==> src/rtl/sim_uart_pkg.sv <==
// Shared constants and helpers for the multi-channel simulation UART console mux.
package sim_uart_pkg;

    localparam logic [7:0] NEWLINE = 8'h0A;
    localparam int unsigned CYCLE_W = 64;
    localparam int unsigned DROP_W  = 32;

    // Channel-index width; a single channel still needs one bit.
    function automatic int unsigned ch_width(input int unsigned n);
        return (n <= 1) ? 1 : $clog2(n);
    endfunction

endpackage

==> src/rtl/sim_uart_fifo.sv <==
// Single-channel synchronous FIFO; a push is accepted while full if a pop happens in the same cycle.
module sim_uart_fifo #(
    parameter int unsigned DEPTH  = 16,
    parameter int unsigned DATA_W = 8,
    localparam int unsigned AW    = $clog2(DEPTH),
    localparam int unsigned CW    = AW + 1
) (
    input  logic              clock,
    input  logic              reset,
    input  logic              push,
    input  logic              pop,
    input  logic [DATA_W-1:0] wr_data,
    output logic [DATA_W-1:0] rd_data,
    output logic              full,
    output logic              empty,
    output logic [CW-1:0]     count
);

    logic [DATA_W-1:0] mem_q [DEPTH];
    logic [AW-1:0]     wr_ptr_q, wr_ptr_d;
    logic [AW-1:0]     rd_ptr_q, rd_ptr_d;
    logic [CW-1:0]     count_q, count_d;
    logic              do_push, do_pop;

    assign full    = (count_q == CW'(DEPTH));
    assign empty   = (count_q == '0);
    assign count   = count_q;
    assign rd_data = mem_q[rd_ptr_q];

    always_comb begin
        do_pop   = pop & ~empty;
        do_push  = push & (~full | do_pop);
        wr_ptr_d = wr_ptr_q;
        rd_ptr_d = rd_ptr_q;
        count_d  = count_q;
        if (do_push) wr_ptr_d = wr_ptr_q + AW'(1);
        if (do_pop)  rd_ptr_d = rd_ptr_q + AW'(1);
        case ({do_push, do_pop})
            2'b10:   count_d = count_q + CW'(1);
            2'b01:   count_d = count_q - CW'(1);
            default: count_d = count_q;
        endcase
    end

    always_ff @(posedge clock) begin
        if (reset) begin
            wr_ptr_q <= '0;
            rd_ptr_q <= '0;
            count_q  <= '0;
        end else begin
            wr_ptr_q <= wr_ptr_d;
            rd_ptr_q <= rd_ptr_d;
            count_q  <= count_d;
        end
    end

    // When full, wr_ptr equals rd_ptr: the pop reads the old word before this edge overwrites it.
    always_ff @(posedge clock) begin
        if (do_push) mem_q[wr_ptr_q] <= wr_data;
    end

endmodule

==> src/rtl/sim_uart_mux.sv <==
// Captures per-channel UART bytes into FIFOs and drains them round-robin onto one tagged host stream.
module sim_uart_mux
    import sim_uart_pkg::*;
#(
    parameter int unsigned NUM_CH = 4,
    parameter int unsigned DEPTH  = 16,
    parameter int unsigned DATA_W = 8,
    localparam int unsigned CH_W  = ch_width(NUM_CH),
    localparam int unsigned CNT_W = $clog2(DEPTH) + 1
) (
    input  logic                     clock,
    input  logic                     reset,
    input  logic [NUM_CH-1:0]        io_uart_out_valid,
    input  logic [NUM_CH*DATA_W-1:0] io_uart_out_ch,
    input  logic [CYCLE_W-1:0]       io_logCtrl_log_begin,
    input  logic [CYCLE_W-1:0]       io_logCtrl_log_end,
    output logic                     host_valid,
    input  logic                     host_ready,
    output logic [DATA_W-1:0]        host_ch,
    output logic [CH_W-1:0]          host_chan,
    output logic                     host_flush,
    output logic [NUM_CH-1:0]        overflow,
    output logic [DROP_W-1:0]        drop_cnt,
    output logic [CYCLE_W-1:0]       cycle_cnt
);

    logic [NUM_CH-1:0] fifo_push, fifo_pop, fifo_full, fifo_empty, drop;
    logic [DATA_W-1:0] fifo_rdata [NUM_CH];
    logic [CNT_W-1:0]  fifo_count [NUM_CH];

    logic              host_valid_q, host_valid_d;
    logic [DATA_W-1:0] host_ch_q, host_ch_d;
    logic [CH_W-1:0]   host_chan_q, host_chan_d;
    logic              host_flush_q, host_flush_d;
    logic [NUM_CH-1:0] overflow_q, overflow_d;
    logic [DROP_W-1:0] drop_cnt_q, drop_cnt_d;
    logic [CYCLE_W-1:0] cycle_q, cycle_d;
    logic [CH_W-1:0]   rr_q, rr_d;

    logic              in_win, load, any_avail;
    logic [CH_W-1:0]   win, cand;
    logic [DROP_W:0]   drop_sum;

    genvar g;
    generate
        for (g = 0; g < NUM_CH; g++) begin : g_ch
            sim_uart_fifo #(
                .DEPTH  (DEPTH),
                .DATA_W (DATA_W)
            ) u_fifo (
                .clock   (clock),
                .reset   (reset),
                .push    (fifo_push[g]),
                .pop     (fifo_pop[g]),
                .wr_data (io_uart_out_ch[g*DATA_W +: DATA_W]),
                .rd_data (fifo_rdata[g]),
                .full    (fifo_full[g]),
                .empty   (fifo_empty[g]),
                .count   (fifo_count[g])
            );

            always_ff @(posedge clock) begin
                if (!reset) assert (fifo_full[g] == (32'(fifo_count[g]) == DEPTH));
            end
        end
    endgenerate

    assign in_win = (io_logCtrl_log_end == '0) ||
                    ((cycle_q >= io_logCtrl_log_begin) && (cycle_q < io_logCtrl_log_end));

    // First non-empty channel scanning from rr upward, modulo NUM_CH.
    always_comb begin
        any_avail = 1'b0;
        win       = '0;
        cand      = '0;
        for (int unsigned k = 0; k < NUM_CH; k++) begin
            cand = CH_W'((32'(rr_q) + k) % NUM_CH);
            if (!any_avail && !fifo_empty[cand]) begin
                any_avail = 1'b1;
                win       = cand;
            end
        end
    end

    always_comb begin
        load         = ~host_valid_q | host_ready;
        host_valid_d = host_valid_q;
        host_ch_d    = host_ch_q;
        host_chan_d  = host_chan_q;
        host_flush_d = host_flush_q;
        rr_d         = rr_q;
        fifo_pop     = '0;
        fifo_push    = '0;
        drop         = '0;

        if (load) begin
            host_valid_d = any_avail;
            if (any_avail) begin
                host_ch_d    = fifo_rdata[win];
                host_chan_d  = win;
                host_flush_d = (fifo_rdata[win] == DATA_W'(NEWLINE));
                rr_d         = CH_W'((32'(win) + 1) % NUM_CH);
            end
        end

        for (int unsigned i = 0; i < NUM_CH; i++) begin
            fifo_pop[i]  = load && any_avail && (win == CH_W'(i));
            fifo_push[i] = io_uart_out_valid[i] & in_win & (~fifo_full[i] | fifo_pop[i]);
            drop[i]      = io_uart_out_valid[i] & in_win & fifo_full[i] & ~fifo_pop[i];
        end

        drop_sum = {1'b0, drop_cnt_q};
        for (int unsigned i = 0; i < NUM_CH; i++) begin
            drop_sum = drop_sum + (DROP_W + 1)'(drop[i]);
        end
        drop_cnt_d = drop_sum[DROP_W] ? '1 : drop_sum[DROP_W-1:0];
        overflow_d = overflow_q | drop;
        cycle_d    = cycle_q + CYCLE_W'(1);
    end

    always_ff @(posedge clock) begin
        if (reset) begin
            host_valid_q <= 1'b0;
            host_ch_q    <= '0;
            host_chan_q  <= '0;
            host_flush_q <= 1'b0;
            overflow_q   <= '0;
            drop_cnt_q   <= '0;
            cycle_q      <= '0;
            rr_q         <= '0;
        end else begin
            host_valid_q <= host_valid_d;
            host_ch_q    <= host_ch_d;
            host_chan_q  <= host_chan_d;
            host_flush_q <= host_flush_d;
            overflow_q   <= overflow_d;
            drop_cnt_q   <= drop_cnt_d;
            cycle_q      <= cycle_d;
            rr_q         <= rr_d;
        end
    end

    assign host_valid = host_valid_q;
    assign host_ch    = host_ch_q;
    assign host_chan  = host_chan_q;
    assign host_flush = host_flush_q;
    assign overflow   = overflow_q;
    assign drop_cnt   = drop_cnt_q;
    assign cycle_cnt  = cycle_q;

endmodule
==> config.mk <==
export PLATFORM = sky130hd
export DESIGN_NAME = sim_uart_mux
export DESIGN_NICKNAME = d
export VERILOG_FILES = /design/src/rtl/sim_uart_pkg.sv /design/src/rtl/sim_uart_fifo.sv /design/src/rtl/sim_uart_mux.sv
export SDC_FILE = /design/constraint.sdc
export NUM_CORES = 1
export LEC_CHECK = 0
export CORE_UTILIZATION = 60
export CTS_BUF_LIST = sky130_fd_sc_hd__clkbuf_2 sky130_fd_sc_hd__clkbuf_4 sky130_fd_sc_hd__clkbuf_8
export CTS_CLUSTER_SIZE = 30
export DETAILED_ROUTE_END_ITERATION = 16
export PLACE_DENSITY = 0.83
export SETUP_SLACK_MARGIN = 0.1
export SLEW_MARGIN = 20
export SYNTH_ARGS = -nofsm -noshare
export SYNTH_HDL_FRONTEND = slang
export SYNTH_SLANG_ARGS = --single-unit
==> constraint.sdc <==
create_clock -name clock -period 6.54 [get_ports clock]
set_input_delay 1.308 -clock clock [delete_from_list [all_inputs] [get_ports clock]]
set_output_delay 1.308 -clock clock [all_outputs]
set_load 0.01 [all_outputs]
======== Word-level counts from Yosys, hierarchy flattened ========
Memories as Yosys holds them, arrays and structs flattened. A register that Yosys moved wholly into a read port is not among the register bits.
Cells that the tools add are included.
word-level totals
  flip-flop bits (word level) ............. 166
  latch bits .............................. 0
  memory bits (writable) .................. 512
  bits in read-only memories .............. 0
  input port bits ......................... 167
  output and inout bits ................... 112
  word-level logic and storage cells ...... 186
  memories kept ........................... 4
cells by class
  add/sub/neg operators ................... 25
  multiply operators ...................... 0
  divide/modulo/power cells ............... 0
  magnitude comparators ................... 7
  eq/ne operators ......................... 16
  shifts and indexed selects .............. 0
  multiplexer cells ....................... 40
  bitwise logic cells ..................... 48
  reductions and logical operators ........ 26
memory list
  memory                words  bits a word  rd ports  clocked after Yosys merged registers in  wr ports  RTL line             RTL
  g_ch[0].u_fifo.mem_q  16     8            1         1                                        1         sim_uart_fifo.sv:19  logic [DATA_W-1:0] mem_q [DEPTH];
  g_ch[1].u_fifo.mem_q  16     8            1         1                                        1         sim_uart_fifo.sv:19
  g_ch[2].u_fifo.mem_q  16     8            1         1                                        1         sim_uart_fifo.sv:19
  g_ch[3].u_fifo.mem_q  16     8            1         1                                        1         sim_uart_fifo.sv:19
operator list
  kind                                                                          count
  33-bit by 1-bit adder with 33-bit output                                      3
  64-bit by 1-bit adder with 64-bit output, second input constant               1
  64-bit greater-or-equal comparator                                            1
  64-bit zero test                                                              1
  64-bit less-than comparator                                                   1
  5-bit one-hot mux with 2 select lines                                         4
  32-bit by 1-bit adder with 33-bit output                                      1
  4-bit by 1-bit adder with 4-bit output, second input constant                 8
  32-bit two-way mux                                                            1
  4-bit two-way mux                                                             8
  1-bit bitwise AND                                                             24
  5-bit by 1-bit adder with 5-bit output, second input constant                 4
  5-bit equality test, second input constant                                    4
  5-bit zero test                                                               4
  5-bit by 1-bit subtractor with 5-bit output, second input constant            4
  8-bit binary-select mux with 2-bit select                                     1
  1-bit two-way mux                                                             16
  8-bit two-way mux                                                             2
  1-bit inverter                                                                13
  2-bit equality test, second input constant                                    6
  2-bit by 3-bit less-than comparator with 1-bit output, second input constant  4
  2-bit by 1-bit equality test with 1-bit output, second input constant         5
  1-bit logical AND                                                             9
  1-bit OR                                                                      9
  13 further kinds                                                              28

======== Depth between registers and ports, before layout ========
Gate-level depths: netlist of run 1.
  depth in word-level cells ............... 21
  mapped depth ............................ 23
  mapped depth without buffers ............ 22

======== By module ========
A second synthesis of run 1 with hierarchy kept.
second synthesis, totals
  cell total of the unflattened synthesis .. 2418
  area total of the unflattened synthesis .. 32187.1 µm²
by module, submodules not included
  module         instances  cells an instance  area each (µm²)  sequential area each (µm²)
  sim_uart_fifo  4          328                5859.4           4184.0
  sim_uart_mux   1          1106               8749.6           2282.2

======== Worst setup path after synthesis of run 1 ========
No wires, ideal clock.
  path type ............................... input-to-reg
  from .................................... in io_logCtrl_log_end[23]
  to ...................................... reg drop_cnt_q[12], in the netlist drop_cnt[12]
  library setup time ...................... 0.070 ns
  arrival time ............................ 5.763 ns
  setup slack ............................. 0.706 ns
  cell stages on the path ................. 20
  buffers on the path ..................... 2
  cells stage by stage .................... inv_1 > ha_1 > nand4_1 > or4_1 > a211oi_1 > o21ai_1 > a31o_2 > and3_1 > fa_1 > inv_1 > fa_1 > inv_1 > fa_1 > and3_1 > nand3_1 > or3_1 > or3_1 > clkbuf_1 > clkbuf_1 > a21oi_1
on the way
  cells in the longest elaborated chain, start to end .. 11
ends and longest elaborated chain
  element                                                RTL line             RTL
  from (decl)                                            sim_uart_mux.sv:16   input logic [CYCLE_W-1:0] io_logCtrl_log_end,
  64-bit less-than comparator                            sim_uart_mux.sv:69   ((cycle_q >= io_logCtrl_log_begin) && (cycle_q < io_logCtrl_log_end));
  1-bit logical AND                                      sim_uart_mux.sv:69
  1-bit logical OR *                                     sim_uart_mux.sv:68   assign in_win = (io_logCtrl_log_end == '0) ||
  1-bit bitwise AND (3 in a row)                         sim_uart_mux.sv:109  drop[i] = io_uart_out_valid[i] & in_win & fifo_full[i] & ~fifo_pop[i];
  32-bit by 1-bit adder with 33-bit output               sim_uart_mux.sv:114  drop_sum = drop_sum + (DROP_W + 1)'(drop[i]);
  33-bit by 1-bit adder with 33-bit output (2 in a row)  sim_uart_mux.sv:114
  33-bit by 1-bit adder with 33-bit output *             sim_uart_mux.sv:114
  32-bit two-way mux *                                   sim_uart_mux.sv:116  drop_cnt_d = drop_sum[DROP_W] ? '1 : drop_sum[DROP_W-1:0];
  to (signal assigned)                                   sim_uart_mux.sv:137  drop_cnt_q <= drop_cnt_d;
  to (decl)                                              sim_uart_mux.sv:36   logic [DROP_W-1:0] drop_cnt_q, drop_cnt_d;
Mark *: on every way between the ends. The rest lies on a longest branch, timed or not.
A chain may end at the register's enable or synchronous reset.

======== Final worst setup path of run 1 ========
  from .................................... in io_logCtrl_log_begin[63]
  to ...................................... reg drop_cnt_q[31], in the netlist drop_cnt[31]
on the way
  cells in the longest elaborated chain, start to end .. 11
ends and longest elaborated chain
  element                                                RTL line             RTL
  from (decl)                                            sim_uart_mux.sv:15   input logic [CYCLE_W-1:0] io_logCtrl_log_begin,
  64-bit greater-or-equal comparator *                   sim_uart_mux.sv:69
  1-bit logical AND *                                    sim_uart_mux.sv:69
  1-bit logical OR *                                     sim_uart_mux.sv:68
  1-bit bitwise AND (3 in a row)                         sim_uart_mux.sv:109
  32-bit by 1-bit adder with 33-bit output               sim_uart_mux.sv:114
  33-bit by 1-bit adder with 33-bit output (2 in a row)  sim_uart_mux.sv:114
  33-bit by 1-bit adder with 33-bit output *             sim_uart_mux.sv:114
  32-bit two-way mux *                                   sim_uart_mux.sv:116
Marks and branches as above.

==> results.txt, run 1 <==
* Drt first-iter violations: 1842
- Total clock sinks: between 600 and 700
- Number of buffers created by CTS: 106
* Leading cell types by count after synthesis: edfxtp_1, dfxtp_1, nor2_1
- In the synthesized netlist the dominant register cell turns out to be edfxtp_1.
- Post-DR wirelength/cell: roughly 22 um
- Post-placement setup slack: -0.106 ns
* Number of hold violations in the final report: 0
* Number of distinct standard cells referenced by the synthesized netlist: 65
- The first global-routing pass estimated approximately 120 mm of wire.
- After synthesis, flip-flops and latches occupy 60.6% of the total area.
- Result of the run: finished, final reports clean
- The final layout contains approximately 3000 nets.
- For this run, the share of the core covered by cells in the final layout is about 73%.
- After detailed routing, the number of remaining DRC violations is 0.
* Initial core utilization: slightly above 60%
- Measured slew at the worst slew-check pin: roughly 1.1 ns
- Delay of the slowest cell on the worst path: roughly 0.60 ns
* Number of vias per cell: roughly 6
* Area share of the leading cell type in the synthesized netlist: 49.0%
- Post-detail-place hpwl: 53.4 mm
- Headroom to the max-slew limit came out at a little over a quarter.
- The H-tree was split into 3 levels.
* I/O pin total: ~280
- Highest attainable clock frequency: about 170 MHz
* Number of pins exceeding their max-slew limit in the final report: 0
- 1st-pass router iterations: 5
* Gate family responsible for the most delay along the worst path: simple AND/OR/NAND/NOR gates
- Synthesis produced a netlist whose cell count is roughly 2300.
- Clock skew on the completed layout was measured at just under 0.04 ns.
- Port bufs: roughly 280
* Leakage component of the power: around 14 nW
- No sink is reached through more buffers than the 3 on the longest clock path.
- Critical path endpoint category: flip-flop
- After synthesis, the largest family of logic cells by area is multiplexers.
* Total via count in the routed design: roughly 21000
- Worst Setup Start Kind: input port
- CTS-repair resized insts: 0
* Final-layout worst hold slack: approximately 0.46 ns
* Setup bufs post-CTS: 0
- The via count of the first global-routing pass came to about 21000.
- Mux contribution to synthesized area: around a tenth
* Maximum Capacitance Violations: 0
- Of all nets on the critical path, the largest fanout is 14.
- Clock tree synthesis selected as its root buffer the cell clkbuf_8.
- Share of async-settable or async-resettable flops after synthesis: 0%
- Summed over all instances, the cell type with the most area after synthesis is edfxtp_1.
- Relative area change from synthesis to final layout: 19.0%
- Synthesized area: ~31000 um^2
- Peak supply drop: about 0.15 mV
- Yosys mapped a number of flops with a built-in enable equal to 512.
- Worst setup slack after layout: 0.567 ns
- Setup repair after global routing left no endpoint under its margin.
- Summing the areas of all and, or, nand and nor instances in the mapped netlist gives under 10% of the synthesized area.
- Clock-pin slew on the worst setup and hold paths: about 0.060 ns
* Warnings, synthesis: 0
* Antenna violation net count after detailed routing: 0
- Dividing the final minimum period by the clock period gives 91.3%.
* Crit Path Class: input port to flip-flop
- The synthesized design contains 694 register bits.
- Entering global routing, the biggest net connects 92 pins.
- Together, buffers and inverters on the worst path number 5.
- The congestion estimate from routability-driven global placement came to 0.939.
- At the later pin of the worst-skew pair, clock insertion delay measures ~0.70 ns.
- The number of nets handed over by synthesis was approximately 2600.
* Floorplan Core Area: slightly above 50000 um^2
- The tightest min-delay check is of the flip-flop to flip-flop type.
* Number of buffers inserted by hold repair at cts: 0
- Layout cell share with drive strength beyond 1: ~14%
- Compound-gate portion of the synthesized area: around 6.3%
- For the final routed database, the setup TNS stands at 0 ns.
- For the finished layout, the period the worst path requires is around 6.0 ns.
- Initial antenna violation count: 6
* Die extent in y: between 200 and 250 um
- Walking the worst path, the cells encountered are clkdlybuf4s50_1 -> inv_1 -> ha_1 -> nand4_1 -> nor4_1 -> o21ai_0 -> a31oi_1 -> a211oi_1 -> o41ai_1 -> buf_4 -> a31oi_2 -> or3b_1 -> fa_1 -> inv_1 -> fa_1 -> and3_1 -> nand3_1 -> or3_1 -> or3_1 -> buf_4 -> nand2_1 -> mux2i_1 -> nor2_1.
- Library cell contributing the largest single delay on the critical path: nor4_1
- edfxtp_1 is the most common cell in the netlist.
* Synth top area cells: edfxtp_1, dfxtp_1, mux4_2
- FP Rows: 83
- Routed WL: roughly 75 mm
- Post-synthesis share of cell area spent on full adders, half adders and majority gates: between 7 and 8%
* Share of the synthesized netlist area taken by xor and xnor gates: approximately 2.8%
* Global router's overall resource usage: roughly 29%
- Overall overflow remaining after global route: 0
- For the worst setup path, the data required time is ~7.2 ns.
* Die Footprint: roughly 53000 um^2
- PD cells: roughly 240 nW/um^2
- Data arrives at the worst endpoint at roughly 6.6 ns.
- The die is 231 um wide.
* Clock tree from TritonCTS: yes
- Final-report setup violation count: 0
* Average footprint of a synthesized cell: between 10 and 15 um^2
==> area by class of cell <==
type	instances	area (um^2)
Clock inverter	38	329
Fill cell	3294	14100
Tap cell	680	851
Clock buffer	160	1980
Antenna cell	4	10.0
Inverter	175	657
Timing Repair Buffer	323	3120
Sequential cell	694	19000
Multi-Input combinational cell	1349	11400
==> layout by cell type, fill, tap and decap left out, types with 36 or more instances in the layout <==
master           Yosys  final
a21oi_1            124    124
a22oi_1             42     42
and3_1              57     57
buf_4                3     45
clkbuf_4             0     36
clkbuf_8             0    124
clkdlybuf4s50_1      0    277
dfxtp_1            182    175
edfxtp_1           512    512
ha_1               169    169
inv_1              174    174
mux4_2             128    128
nand2_1            102    102
nand3_1             58     58
nand4_1             47     47
nor2_1             177    177
o21ai_0             50     50
xor2_1              72     72
==> tightest hold or removal path, cell delays in order (launching register included) <==
cell,delay (ns)
dfxtp_1,0.32
inv_1,0.05
a21oi_1,0.05
==> metrics by stage <==
step                cell area, um^2  instances  total power, W
detailed placement            35100       3221         0.00508
CTS                           37400       3419         0.00883
finish                        37400       3423         0.00879
global placement              35100       3221         0.00507
floorplan                     31400       2296         0.00489
global route                  37400       3423         0.00904
==> flip-flops by register name, summed over array words and instances, names as in the netlist, named ones only <==
signal / cells
host_valid: 1
g_ch.u_fifo.count: 20
overflow: 4
g_ch.u_fifo.wr_ptr_q: 16
g_ch.u_fifo.rd_ptr_q: 16
cycle_cnt: 64
g_ch.u_fifo.mem_q: 512
rr_q: 2
drop_cnt: 32
host_ch: 8
host_chan: 2
host_flush: 1
==> report_power, final <==
part / internal (W) / switching (W)
sequential: 0.00472 / 0.00000223
clock: 0.00214 / 0.00166
combinational: 0.000126 / 0.000144
total: 0.00698 / 0.00180
==> path summary, 6_finish.rpt <==
kind	cells after the start	slack (ns)	start	to
setup reg to reg	24	1.14	g_ch[1].u_fifo.count[0]	drop_cnt[31]
hold reg to reg	2	0.46	overflow[3]	overflow[3]
setup / recovery	23	0.57	io_logCtrl_log_begin[63]	drop_cnt[31]
hold / removal	2	0.46	overflow[3]	overflow[3]
==> per-layer routing <==
metal | wire, um | GRT usage [%] | vias up
li1 | - | - | 9388
met1 | 29300 | 36.3 | 10262
met2 | 37600 | 48.3 | 850
met3 | 6060 | 6.65 | 181
met4 | 2560 | 12.6 | 2
met5 | 11 | 0 | -
==> cells by family after synthesis <==
| group | count (synthesis) |
|---|---|
| xor+xnor | 102 |
| mux | 159 |
| compound gates | 315 |
| fa+ha+maj | 176 |
| buf+inv | 253 |
| simple gates | 597 |
| flops | 694 |
Power figures use the tool's default switching activity.
==> inputs of run 2 (changes only) <==
CORE_MARGIN = 5   (was default)
GPL_TIMING_DRIVEN = 0   (was default)
MAX_ROUTING_LAYER = met4   (was default)
==> run 2 against run 1 <==
Sequential share of layout area down 0.095 points; combinational power about the same; clock skew about the same; non-clock buffer count up 35; final cell count up 1.1%; critical path depth unchanged; register-to-register slack worse by 0.58 ns; via count up 2.5%; worst setup slack worse by 0.27 ns; wire length up 6.5%; largest power group unchanged.
==> results.txt, run 2 (synthesis results as in run 1) <==
- Post-route minimum period: 6.24 ns (was 5.97 ns)
- The starting density of the core is 60.8% (was 61.0%).
- Total via count in the routed design: 21194 (was 20683)
- Worst hold path class: flip-flop to flip-flop (unchanged)
- Number of fill cells: 3161 (was 3294)
* Final-report setup violation count: 0 (unchanged)
- Number of pins exceeding their max-slew limit in the final report: 0 (unchanged)
* Via count of the first global-routing pass: 21512 (was 21473)
- The wire length of the first global-routing pass was 122 mm (was 118 mm).
- Measured slew at the worst slew-check pin: 1.11 ns (was 1.10 ns)
- The placed cell area is 35100 um^2 (about the same).
- Setup repair after global routing missed its margin: false (unchanged)
- Crit Path Class: input port to flip-flop (unchanged)
- The critical path arrival came to 6.87 ns (was 6.61 ns).
- Peak supply drop: 0.165 mV (was 0.146 mV)
- The maximum single-stage delay on the critical path came to 0.56 ns (was 0.60 ns).
- The final weighted congestion of routability-driven global placement was 0.946 (was 0.939).
- Sequential share of power: 54.3% (was 53.8%)
- The clock buffer count from CTS came to 105 (was 106).
- The die extent in y came to 239 um (was 231 um).
* Drt first-iter violations: 1968 (was 1842)
* Top reg by flops: g_ch.u_fifo.mem_q (unchanged)
* Port bufs: 277 (was 278)
- The final setup slack of the worst path is 0.300 ns (was 0.567 ns).
- The top-level port count came to 279 (unchanged).
- Required time reported for the critical path endpoint: 7.17 ns (was 7.18 ns)
- The headroom to the max-slew limit came to 25.4% (was 26.6%).
* Number of buffers inserted by hold repair at cts: 0 (unchanged)
- The number of max-cap violations came to 0 (unchanged).
* Clock-pin slew on the worst setup and hold paths: 0.06 ns (about the same)
- The largest clock skew in the final design is 0.0389 ns (was 0.0384 ns).
- Commonest cells after routing, fill and taps aside: edfxtp_1, clkdlybuf4s50_1, dfxtp_1, nor2_1, inv_1 (was edfxtp_1, clkdlybuf4s50_1, nor2_1, dfxtp_1, inv_1)
- Clock tree from TritonCTS: yes (unchanged)
- The mean number of vias per cell is 6.12 (was 6.04).
- The most common library cell in the layout ignoring fill and taps is edfxtp_1 (unchanged).
- Layout cell share with drive strength beyond 1: 13.6% (was 14.3%)
- Internal power: 0.00686 W (was 0.00698 W)
- The proportion of total power due to net switching came to 21.1% (was 20.5%).
* Post-detail-place hpwl: 57.6 mm (was 53.4 mm)
* Overall overflow remaining after global route: 0 (unchanged)
* Summed area of non-filler cells in the final layout: 37400 um^2 (about the same)
* Switching power summed over all nets: 0.00184 W (was 0.00180 W)
* Critical path endpoint category: flip-flop (unchanged)
- The aggregate global-route resource usage was 28.8% (was 29.0%).
* Level count of the clock H-tree: 3 (unchanged)
- The maximum frequency from static timing analysis is 160 MHz (was 167 MHz).
- The startpoint type of the worst setup path is an input port (unchanged).
* Antenna violation net count after detailed routing: 0 (unchanged)
* Floorplan Core Area: 51600 um^2 (was 51500 um^2)
* Post-detailed-route DRC marker count: 0 (unchanged)
- Die Footprint: 57000 um^2 (was 53300 um^2)
- The count of cells along the worst hold path came to 2 (unchanged).
- The largest net degree at the start of global routing is 17 (was 92).
- The static leakage power is 13.6 nW (about the same).
- Comb pwr share: 3.1% (about the same)
- The maximum fanout along the worst path came to 10 (was 14).
- The total negative slack is 0 ns (unchanged).
- The number of clock sinks is 694 (unchanged).
- Share of the clock period used by the worst path: 95.4% (was 91.3%)
* Net total in the final layout: 3026 (was 2992)
* Routed WL: 80.4 mm (was 75.5 mm)
* Post-placement setup slack: -1.36 ns (was -0.106 ns)
- The number of placement rows is 83 (unchanged).
- Critical-path cell list: clkdlybuf4s50_1 -> inv_1 -> ha_1 -> a211oi_2 -> nand3_1 -> a31oi_4 -> o21ai_1 -> a21oi_2 -> o41ai_4 -> a31o_4 -> and3_2 -> fa_1 -> inv_1 -> fa_1 -> inv_1 -> fa_1 -> and3_1 -> nand3_2 -> or3_4 -> or3_1 -> buf_2 -> clkbuf_4 -> a21oi_1 (was clkdlybuf4s50_1 -> inv_1 -> ha_1 -> nand4_1 -> nor4_1 -> o21ai_0 -> a31oi_1 -> a211oi_1 -> o41ai_1 -> buf_4 -> a31oi_2 -> or3b_1 -> fa_1 -> inv_1 -> fa_1 -> and3_1 -> nand3_1 -> or3_1 -> or3_1 -> buf_4 -> nand2_1 -> mux2i_1 -> nor2_1).
- The portion of total power attributed to the clock network came to 42.6% (was 43.2%).
* Clk Tree Root Cell: clkbuf_8 (unchanged)
* Result of the run: finished, final reports clean (unchanged)
- The flip-flop count of the largest register, all copies and words added was 512 (unchanged).
- Post-DR wirelength/cell: 23.2 um (was 22.1 um)
* Number of hold violations in the final report: 0 (unchanged)
- Library cell contributing the largest single delay on the critical path: clkdlybuf4s50_1 (was nor4_1)
* Initial antenna violation count: 12 (was 6)
* PD cells: 232 nW/um^2 (was 235 nW/um^2)
- 1st-pass router iterations: 5 (unchanged)
* Die width: 239 um (was 231 um)
- The logic depth of the worst register-to-register path is 21 (was 24).
* Worst-Skew Late Latency: 0.73 ns (was 0.70 ns)
- Relative area change from synthesis to final layout: 19.2% (was 19.0%)
- Setup bufs post-CTS: 0 (unchanged)
* Maximum number of buffers from clock root to sink: 3 (unchanged)
-- run 2: per-stage QoR --
stage	cells	power, W	hold WS [ns]	utilization, %
floorplan	2296	0.00489	0.467	-
global placement	3253	0.00507	0.437	67.9
detailed placement	3256	0.00508	0.444	67.9
CTS	3448	0.00872	0.454	72.4
global route	3460	0.00898	0.481	72.5
finish	3461	0.00870	0.450	72.5
-- run 2: cell type report --
class                   count  area, um^2  area share (%)
clock buffers             151        1880            5.02
multi-input cells        1349       11500            30.8
clock inverters            41         328           0.876
well taps                 680         851            2.27
flip-flops and latches    694       19000            50.8
plain buffers              78         340           0.909
diodes                     13        32.5          0.0869
inverters                 175         657            1.75
repair buffers            280        2800            7.47
-- run 2: per-layer routing --
| layer | vias up | share of wire (%) | track usage (%) |
|---|---|---|---|
| li1 | 9469 | - | - |
| met2 | 1111 | 50 | 47.0 |
| met1 | 10416 | 38 | 36.1 |
| met5 | - | 0 | - |
| met4 | 0 | 3.6 | 10.7 |
| met3 | 198 | 8.6 | 5.88 |
-- run 2: worst paths after layout --
| kind | start | end | slack [ns] |
|---|---|---|---|
| setup / recovery | io_logCtrl_log_begin[6] | drop_cnt[14] | 0.30 |
| hold / removal | overflow[3] | overflow[3] | 0.45 |
| setup reg to reg | g_ch[2].u_fifo.count[0] | drop_cnt[14] | 0.56 |
| hold reg to reg | overflow[3] | overflow[3] | 0.45 |
-- run 2: power by group through the flow --
stage | combinational, W | sequential, W | clock [W]
final | 0.000268 | 0.00472 | 0.00370
after global routing | 0.000292 | 0.00472 | 0.00397
after CTS | 0.000266 | 0.00472 | 0.00373
after detailed placement | 0.000263 | 0.00482 | 0
after global placement | 0.000251 | 0.00482 | 0
after floorplan | 0.0000764 | 0.00482 | 0
-- run 2: timing repair --
item,in CTS,in global routing
endpoints found under the setup margin,32,31
gates resized for setup,14,16
pin swaps,1,4
-- run 2: critical path: cells and delay by family --
family                   cells  cell delay, ns
AO/OA/AOI/OAI                7            1.41
adder cells (fa/ha/maj)      4            1.45
buffers and inverters        6            1.17
AND/OR/NAND/NOR              6            1.52
==> inputs of run 3 (changes only) <==
GPL_ROUTABILITY_DRIVEN = 0   (was default)
PLACE_DENSITY = 0.87   (was 0.83)
==> run 3 against run 2 <==
Worst setup slack got worse by 0.015 ns; sequential share of layout area increased by 0.22 points; via count increased by 1.6%; register-to-register slack got worse by 0.09 ns; non-clock buffer count decreased by 1; largest power group unchanged; worst hold slack improved by 0.0093 ns; clock power decreased by 5%; count of clock-buffer cells in the layout decreased by 8; flip-flop and latch count unchanged; maximum frequency decreased by 0.24%; power decreased by 2.1%; critical path depth decreased by 1.
==> results.txt, run 3 (synthesis results as in run 1) <==
- The via count of the first global-routing pass came to 22540 (was 21512).
* Largest register FFs: 512 (unchanged)
- The count of input and output buffers was 277 (unchanged).
- Delay of the slowest cell on the worst path: 0.49 ns (was 0.56 ns)
- The aggregate global-route resource usage was 28.9% (was 28.8%).
- Number of fill cells: 3106 (was 3161)
* Relative area change from synthesis to final layout: 18.7% (was 19.2%)
* Floorplan Core Area: 51600 um^2 (unchanged)
* FP Rows: 83 (unchanged)
- Metal2 WL: 40.2 mm (about the same)
- The critical path start-end classification was input port to flip-flop (unchanged).
* Instance area at placement: 35100 um^2 (about the same)
- The critical path arrival was 6.87 ns (about the same).
* I/O pin total: 279 (unchanged)
* Leakage component of the power: 13.5 nW (was 13.6 nW)
* Result of the run: finished, final reports clean (unchanged)
* Total via count in the routed design: 21530 (was 21194)
- Worst-Skew Late Latency: 0.71 ns (was 0.73 ns)
- Maximum number of pins on one net before global-route repair: 17 (unchanged)
* Endpoint of the most critical register-to-register path: drop_cnt[16] (was drop_cnt[14])
- Clock tree from TritonCTS: yes (unchanged)
- Number of vias per cell: 6.24 (was 6.12)
- 1st-pass router iterations: 5 (unchanged)
- Overall overflow remaining after global route: 0 (unchanged)
- Number of buffers created by CTS: 106 (was 105)
- Final-report setup violation count: 0 (unchanged)
* Number of buffers and inverters on the critical path: 6 (unchanged)
- Worst hold stages: 2 (unchanged)
- Routed WL: 80.5 mm (was 80.4 mm)
- Instance count after placement with tap cells included: 3254 (was 3256)
- The start point of the worst hold path was overflow[3] (unchanged).
- Post-route minimum period: 6.26 ns (was 6.24 ns)
- The worst reg2reg path startpoint is g_ch[0].u_fifo.count[0] (was g_ch[2].u_fifo.count[0]).
- The final setup slack of the worst path came to 0.285 ns (was 0.300 ns).
* Die extent in y: 239 um (unchanged)
* Die Footprint: 57000 um^2 (unchanged)
- Peak supply drop: 0.185 mV (was 0.165 mV)
* Critical-path cell list: clkdlybuf4s50_1 -> inv_1 -> ha_1 -> nand4_1 -> nor4_4 -> o21ai_0 -> a31oi_2 -> a211oi_4 -> o41ai_4 -> a31oi_4 -> buf_4 -> or3b_1 -> fa_1 -> inv_1 -> fa_1 -> and3_4 -> nand3_2 -> or3_4 -> or3_1 -> buf_2 -> buf_4 -> a21oi_1 (was clkdlybuf4s50_1 -> inv_1 -> ha_1 -> a211oi_2 -> nand3_1 -> a31oi_4 -> o21ai_1 -> a21oi_2 -> o41ai_4 -> a31o_4 -> and3_2 -> fa_1 -> inv_1 -> fa_1 -> inv_1 -> fa_1 -> and3_1 -> nand3_2 -> or3_4 -> or3_1 -> buf_2 -> clkbuf_4 -> a21oi_1)
* Initial core utilization: 60.8% (unchanged)
- Drt first-iter violations: 2066 (was 1968)
- Post-detailed-route DRC marker count: 0 (unchanged)
- The CTS root buffer is clkbuf_8 (unchanged).
- The power per unit of standard cell area was 228 nW/um^2 (was 232 nW/um^2).
- Most common library cell in the layout ignoring fill and taps: edfxtp_1 (unchanged)
- The post-placement worst setup slack was -1.40 ns (was -1.36 ns).
* Worst Setup Start Kind: input port (unchanged)
- The net count reported at finish is 3026 (unchanged).
- Worst hold endpoint: overflow[3] (unchanged)
- The filler-free cell count of the finished design is 3449 (was 3461).
* Top reg by flops: g_ch.u_fifo.mem_q (unchanged)
* Setup repair after global routing missed its margin: false (unchanged)
* Setup slack on the worst flop-to-flop path: 0.47 ns (was 0.56 ns)
- Layout cell share with drive strength beyond 1: 13.0% (was 13.6%)
* Initial antenna violation count: 4 (was 12)
- Topmost layer with routed signal wires: met4 (unchanged)
- Post-detail-place hpwl: 57.9 mm (was 57.6 mm)
* Layout Utilization: 72.2% (was 72.5%)
- The maximum fanout along the worst path is 10 (unchanged).
- Commonest cells after routing, fill and taps aside: edfxtp_1, clkdlybuf4s50_1, dfxtp_1, nor2_1, inv_1 (unchanged)
- Routed length on met1: 29.9 mm (was 30.4 mm)
- Total clock sinks: 694 (unchanged)
- Number of buffers inserted by hold repair at cts: 0 (unchanged)
- The logic depth of the worst register-to-register path came to 21 (unchanged).
- Maximum Capacitance Violations: 0 (unchanged)
- Required time reported for the critical path endpoint: 7.15 ns (was 7.17 ns)
- The number of antenna-violating nets in the routed design was 0 (unchanged).
* Highest attainable clock frequency: 160 MHz (about the same)
- The gate family responsible for the most delay along the worst path is simple AND/OR/NAND/NOR gates (unchanged).
- Number of hold violations in the final report: 0 (unchanged)
* Clock-pin slew on the worst setup and hold paths: 0.06 ns (about the same)
- The number of slew-limit violations in the final report was 0 (unchanged).
- The finished layout cell area is 37300 um^2 (was 37400 um^2).
- The die width is 239 um (unchanged).
* Wire length of the first global-routing pass: 124 mm (was 122 mm)
* Met3 layer wire length in the routed design: 7.08 mm (was 6.91 mm)
- The total number of H-tree levels was 3 (unchanged).
- The worst-path cell with the longest stage delay is or3b_1 (was clkdlybuf4s50_1).
* Post-DR wirelength/cell: 23.3 um (was 23.2 um)
* Share of the clock period used by the worst path: 95.6% (was 95.4%)
- The worst min-delay path class is flip-flop to flip-flop (unchanged).
- The nature of the critical path endpoint is a flip-flop (unchanged).
- The buffer depth of the longest clock path is 3 (unchanged).
- Worst clock skew: 0.0435 ns (was 0.0389 ns)
* Measured slew at the worst slew-check pin: 1.03 ns (was 1.11 ns)
* Slew headroom: 30.9% (was 25.4%)
## run 3: cell types whose count changed in the layout (fill, tap and decap cells not counted), sizes merged
cell      before  now
clkinv        31   38
inv          178  175
clkbuf       199  189
bufinv         4    3
clkinvlp       3    5
diode         13    5
buf           33   34
## run 3: metrics by stage
stage	total power [W]	TNS (ns)	hold slack (ns)
global route	0.00878	0	0.483
detailed placement	0.00508	-40.75	0.452
floorplan	0.00489	0	0.467
finish	0.00851	0	0.459
global placement	0.00507	-42.39	0.435
CTS	0.00852	0	0.463
## run 3: layout make-up
class / instances / area, um^2 / share of cell area (%)
antenna: 5 / 12.5 / 0.0336
buffer: 78 / 340 / 0.913
clock buffer: 143 / 1780 / 4.78
clock inverter: 46 / 290 / 0.779
inverter: 175 / 657 / 1.76
multi-input combinational: 1349 / 11500 / 30.9
sequential: 694 / 19000 / 51.0
tap: 680 / 851 / 2.28
timing repair buffer: 279 / 2790 / 7.48
## run 3: how the worst max path moves through the flow
stage,from,cells after the start,slack [ns],end
after detailed placement,io_logCtrl_log_begin[2],22,-1.40,drop_cnt[16]
after global routing,g_ch[0].u_fifo.count[0],21,0.10,drop_cnt[6]
after CTS,io_logCtrl_log_end[14],21,0.11,drop_cnt[16]
after global placement,io_logCtrl_log_begin[2],22,-1.33,drop_cnt[25]
after floorplan,io_logCtrl_log_end[23],20,0.71,drop_cnt[12]
final,io_logCtrl_log_begin[51],22,0.28,drop_cnt[16]
## run 3: power by group
group | switching, W | leakage [nW] | internal (W) | total [W]
combinational | 0.000145 | 6.37 | 0.000124 | 0.000269
sequential | 0.00000309 | 6.07 | 0.00472 | 0.00472
clock | 0.00164 | 1.08 | 0.00188 | 0.00352
total | 0.00179 | 13.5 | 0.00672 | 0.00851
## run 3: tightest hold or removal path: stages, from the launching register on
cell,delay [ns]
dfxtp_1,0.31
inv_1,0.05
a21oi_1,0.05
## run 3: routing by layer
layer	vias to the layer above	global-route usage (%)
li1	9450	-
met1	10651	35.5
met2	1177	47.3
met3	252	6.28
met4	0	11.3
met5	-	-
## run 3: repair_timing
item / CTS / global route
resized for setup: 17 / 16
setup buffers: 0 / 1
pin swaps: 2 / 2
endpoints found under the setup margin: 32 / 32
